==> src/rtl/csa_stream_accumulator.sv <==
// csa_stream_accumulator
// Streaming multi-operand adder. Operands are folded into a carry-save
// running total (one 3:2 compressor level per accepted beat). When the group
// ends, a single carry-propagate add resolves the total. The result is then
// held on a valid/ready output port until it is accepted.
module csa_stream_accumulator #(
  parameter  int WIDTH     = 16,
  parameter  int MAX_OPS   = 9,
  localparam int CNT_W     = $clog2(MAX_OPS + 1),
  localparam int OUT_WIDTH = WIDTH + CNT_W
) (
  input  logic                 clk,
  input  logic                 rst,
  input  logic                 in_valid,
  output logic                 in_ready,
  input  logic [WIDTH-1:0]     in_data,
  input  logic                 in_last,
  output logic                 out_valid,
  input  logic                 out_ready,
  output logic [OUT_WIDTH-1:0] out_sum,
  output logic [CNT_W-1:0]     out_count,
  output logic                 out_forced
);

  typedef enum logic [1:0] {
    ACC     = 2'd0,
    RESOLVE = 2'd1,
    OUT     = 2'd2
  } state_t;

  localparam logic [CNT_W-1:0] MAX_CNT = CNT_W'(MAX_OPS);

  state_t               state_reg;
  logic [OUT_WIDTH-1:0] sum_reg;
  logic [OUT_WIDTH-1:0] carry_reg;
  logic [CNT_W-1:0]     count_reg;
  logic                 forced_reg;

  logic [OUT_WIDTH-1:0] operand;
  logic [OUT_WIDTH-1:0] sum_next;
  logic [OUT_WIDTH-1:0] carry_next;
  logic [CNT_W-1:0]     count_next;
  logic                 beat;
  logic                 group_end;

  // The operand is zero-extended so the compressor works at full result width.
  assign operand    = {{CNT_W{1'b0}}, in_data};
  assign in_ready   = (state_reg == ACC);
  assign beat       = in_valid && in_ready;
  assign count_next = count_reg + 1'b1;
  // A group closes on in_last, or when this beat fills the last operand slot.
  assign group_end  = in_last || (count_next == MAX_CNT);

  // One 3:2 compressor level. The majority vector is shifted up one bit.
  // The top majority bit falls off, which the width rule makes harmless.
  genvar gi;
  generate
    for (gi = 0; gi < OUT_WIDTH; gi++) begin : g_csa
      assign sum_next[gi] = sum_reg[gi] ^ carry_reg[gi] ^ operand[gi];
      if (gi == 0) begin : g_lsb
        assign carry_next[gi] = 1'b0;
      end else begin : g_bit
        assign carry_next[gi] = (sum_reg[gi-1] & carry_reg[gi-1]) |
                                (sum_reg[gi-1] & operand[gi-1])   |
                                (carry_reg[gi-1] & operand[gi-1]);
      end
    end
  endgenerate

  // Control FSM together with the accumulator state and the registered result port.
  always_ff @(posedge clk) begin
    if (rst) begin
      state_reg  <= ACC;
      sum_reg    <= '0;
      carry_reg  <= '0;
      count_reg  <= '0;
      forced_reg <= 1'b0;
      out_valid  <= 1'b0;
      out_sum    <= '0;
      out_count  <= '0;
      out_forced <= 1'b0;
    end else begin
      case (state_reg)
        ACC: begin
          if (beat) begin
            sum_reg   <= sum_next;
            carry_reg <= carry_next;
            count_reg <= count_next;
            if (group_end) begin
              forced_reg <= !in_last;
              state_reg  <= RESOLVE;
            end
          end
        end
        RESOLVE: begin
          out_sum    <= sum_reg + carry_reg;
          out_count  <= count_reg;
          out_forced <= forced_reg;
          out_valid  <= 1'b1;
          state_reg  <= OUT;
        end
        OUT: begin
          if (out_ready) begin
            out_valid <= 1'b0;
            sum_reg   <= '0;
            carry_reg <= '0;
            count_reg <= '0;
            state_reg <= ACC;
          end
        end
        default: state_reg <= ACC;
      endcase
    end
  end

endmodule
==> config.mk <==
export PLATFORM = sky130hd
export DESIGN_NAME = csa_stream_accumulator
export DESIGN_NICKNAME = d
export VERILOG_FILES = /design/src/rtl/csa_stream_accumulator.sv
export SDC_FILE = /design/constraint.sdc
export NUM_CORES = 1
export LEC_CHECK = 0
export CELL_PAD_IN_SITES_DETAIL_PLACEMENT = 0
export CELL_PAD_IN_SITES_GLOBAL_PLACEMENT = 1
export CORE_MARGIN = 4
export CORE_UTILIZATION = 45
export CTS_CLUSTER_SIZE = 16
export DETAILED_ROUTE_END_ITERATION = 8
export PLACE_DENSITY = 0.81
export SYNTH_ARGS = -nofsm -noshare
export SYNTH_HDL_FRONTEND = slang
export SYNTH_SLANG_ARGS = --single-unit
export TNS_END_PERCENT = 5
==> constraint.sdc <==
create_clock -name clk -period 4.5 [get_ports clk]
set_clock_uncertainty 0.2 [all_clocks]
set_input_delay 1.125 -clock clk [delete_from_list [all_inputs] [get_ports clk]]
set_output_delay 1.125 -clock clk [all_outputs]
set_load 0.03 [all_outputs]
==> results.json <==
{
  "postRouteWirelength_um": 8019,
  "grt_setup_unrepaired": "no",
  "antenna-diode-count": 0,
  "yosysSeqAreaShare_pct": 38.40,
  "synth_to_final_area_change_pct": 20.10,
  "num-nets-final": 514,
  "critPathMaxFanout": 7,
  "antenna_left": 0,
  "synthesis.area_um2": 3754,
  "via_count_of_the_first_global_routing_pass": 2871,
  "grt_use_met2_pct": 25.77,
  "postCtsSetupBuffers": 0,
  "numClockSinks": 72,
  "placed_instance_count": 550,
  "portBuffers": 47,
  "post_cts_resize_count": 0,
  "place_worst_setup_slack_ps": 1640,
  "globalRouteMet1Util_pct": 23.76,
  "ys_types": 50,
  "dieWidth_um": 99.33,
  "postSynthAreaPerCell_um2": 8.980,
  "area_share_of_the_largest_cell_type_after_synthesis_pct": 38.40,
  "post_synth_main_area_contributors": "sky130_fd_sc_hd__dfxtp_1 38%, sky130_fd_sc_hd__fa_1 8.5%, sky130_fd_sc_hd__a22oi_1 7.8%, sky130_fd_sc_hd__ha_1 7.0%, sky130_fd_sc_hd__nor2_1 5.8%",
  "min_path_type": "reg2reg",
  "crit_path_end_kind": "output port",
  "stdcell_area_um2": 4508,
  "fin_crit_ps": 2877,
  "clock_insertion_delay_worst_skew_ps": 350,
  "final.setup.tns_ps": 0,
  "maxCapViolCount": 0,
  "ys_ff_latch": 72,
  "fp.dieArea_um2": 9866,
  "crit_arrival_ps": 1550,
  "i_o_pins": 48,
  "postSynthNetCount": 476,
  "drc": 0,
  "start_util_pct": 45.91,
  "cells_after_synthesis": 418,
  "setup_viol": 0,
  "final-max-slew-violation-count": 0,
  "post_synth_most_frequent_cells": "72 x sky130_fd_sc_hd__dfxtp_1, 58 x sky130_fd_sc_hd__nor2_1, 48 x sky130_fd_sc_hd__nand2_1, 39 x sky130_fd_sc_hd__a22oi_1, 38 x sky130_fd_sc_hd__a21oi_1",
  "gp_congestion": 0.7964,
  "peak_supply_drop_v": 0.0001822,
  "setup_ws_ps": 1623,
  "cp-start-kind": "flip-flop",
  "dpl-instance-area_um2": 4265,
  "cts-buffers-inserted": 9,
  "vias_per_cell": 5.420,
  "drt_first_iter_violations": 119,
  "synth_enable_flop_cells": 0,
  "drive_gt1_share_pct": 7.375,
  "synth_warnings": 0,
  "path_class": "reg2out",
  "route.vias.total": 3068,
  "htree_num_levels": 3,
  "combined_global_route_utilization_of_all_metal_layers_pct": 16.96,
  "finalCoreUtilization_pct": 55.14,
  "cts_buffer_depth": 2,
  "power-per-cell-area_nw_per_um2": 334.5,
  "core_region_area_um2": 8175,
  "most_used_flip_flop_cell_after_synthesis": "sky130_fd_sc_hd__dfxtp_1",
  "data_required_time_at_the_worst_endpoint_ps": 3170,
  "dpl.hpwl_um": 5653,
  "fp.dieH_um": 99.33,
  "global_route.usage.met3_pct": 4.278,
  "cts-hold-fix-buffers": 0,
  "leakage_nw": 1.791,
  "status": "finished, final reports clean",
  "wire_per_inst_um": 14.17,
  "drt_pass1_iterations": 5,
  "synth-async-reset-ratio_pct": 0,
  "final_hold_viol_count": 0,
  "worst-slew-pin-transition_ps": 792.6,
  "period_share_pct": 63.94,
  "timing.fmax_mhz": 347.6,
  "gr-max-usage-layer": "met2",
  "cts.reportedPaths.clkPinSlew_ps": 80,
  "global_route.overflow_total": 0,
  "biggest_area_consumer_among_synthesized_cells": "sky130_fd_sc_hd__dfxtp_1",
  "yosysMostFrequentCell": "sky130_fd_sc_hd__dfxtp_1",
  "fp-row-count": 33,
  "cts_tree": "yes",
  "antenna_found_initial": 0,
  "cts.root.buffer_cell": "sky130_fd_sc_hd__clkbuf_8",
  "grt_first_pass_wirelength_um": 13610,
  "stdcell_count": 566,
  "largest_net_degree_at_the_start_of_global_routing": 45,
  "slew_headroom_pct": 47.05
}
area by class of cell:
type | instances | area, µm²
sequential | 72 | 1441
timing repair buffer | 52 | 503.0
tap | 105 | 131.4
clock buffer | 10 | 127.6
fill | 779 | 3667
multi-input combinational | 314 | 2163
clock inverter | 6 | 115.1
inverter | 7 | 26.28
metrics by stage:
| stage | hold WS (ps) | power, W |
|---|---|---|
| finish | 254.1 | 0.001508 |
| global placement | 239.0 | 0.0008940 |
| global route | 276.6 | 0.001587 |
| floorplan | 231.7 | 0.0008347 |
| CTS | 259.2 | 0.001527 |
| detailed placement | 247.1 | 0.0008985 |
layer usage:
layer  share of wire, %  wire (µm)  vias up
met5                  0          0        -
met4                1.2         95        0
met3                5.5        442       10
met2                 44       3513       79
met1                 49       3968     1430
li1                   -          -     1549
cells in the final DEF (no fill, tap or decap), types with 2 or more instances in the layout:
master	instances
sky130_fd_sc_hd__clkbuf_8	9
sky130_fd_sc_hd__nand2b_1	2
sky130_fd_sc_hd__ha_1	21
sky130_fd_sc_hd__inv_6	2
sky130_fd_sc_hd__inv_1	7
sky130_fd_sc_hd__o21ai_0	7
sky130_fd_sc_hd__nor3b_1	2
sky130_fd_sc_hd__xor2_1	3
sky130_fd_sc_hd__fa_1	16
sky130_fd_sc_hd__a211oi_2	3
sky130_fd_sc_hd__nand3b_1	2
sky130_fd_sc_hd__a211oi_1	4
sky130_fd_sc_hd__a22oi_1	39
sky130_fd_sc_hd__nor2_1	57
sky130_fd_sc_hd__xnor2_1	14
sky130_fd_sc_hd__clkdlybuf4s50_1	46
sky130_fd_sc_hd__a21oi_1	38
sky130_fd_sc_hd__a21o_1	7
sky130_fd_sc_hd__nand4_1	2
sky130_fd_sc_hd__buf_4	5
sky130_fd_sc_hd__nor2b_1	2
sky130_fd_sc_hd__bufinv_16	3
sky130_fd_sc_hd__nand3_1	8
sky130_fd_sc_hd__nor3_1	13
sky130_fd_sc_hd__nand2_1	48
sky130_fd_sc_hd__o21ai_1	2
sky130_fd_sc_hd__dfxtp_1	72
logic make-up after synthesis:
family | Yosys count | share of synthesized area, %
and+or+nand+nor | 147 | 17.43
AOI/OAI and AO/OA | 113 | 20.63
DFF | 72 | 38.40
adders and majority gates | 37 | 15.53
buffers and inverters | 32 | 4.033
xor gates and xnor gates | 17 | 3.967
where the power goes:
| part | internal [W] | switching, W |
|---|---|---|
| Sequential | 0.000661 | 0.0000240 |
| Combinational | 0.0000829 | 0.000116 |
| Clock | 0.000372 | 0.000252 |
final timing paths:
path | start | to | slack, ps | cells after the start
setup reg to reg | sum_reg[1]$_SDFFE_PP0P_ | out_sum[19]$_SDFFE_PP0P_ | 1950 | 9
setup / recovery | state_reg[0]$_SDFFE_PP0P_ | in_ready | 1620 | 2
hold / removal | out_sum[13]$_SDFFE_PP0P_ | out_sum[13]$_SDFFE_PP0P_ | 250 | 2
hold reg to reg | out_sum[13]$_SDFFE_PP0P_ | out_sum[13]$_SDFFE_PP0P_ | 250 | 2
worst max-delay path: stages (launching register included):
cell                              delay, ps
sky130_fd_sc_hd__dfxtp_1                360
sky130_fd_sc_hd__nor2_1                 160
sky130_fd_sc_hd__clkdlybuf4s50_1        690
(Power assumes the default switching activity.)
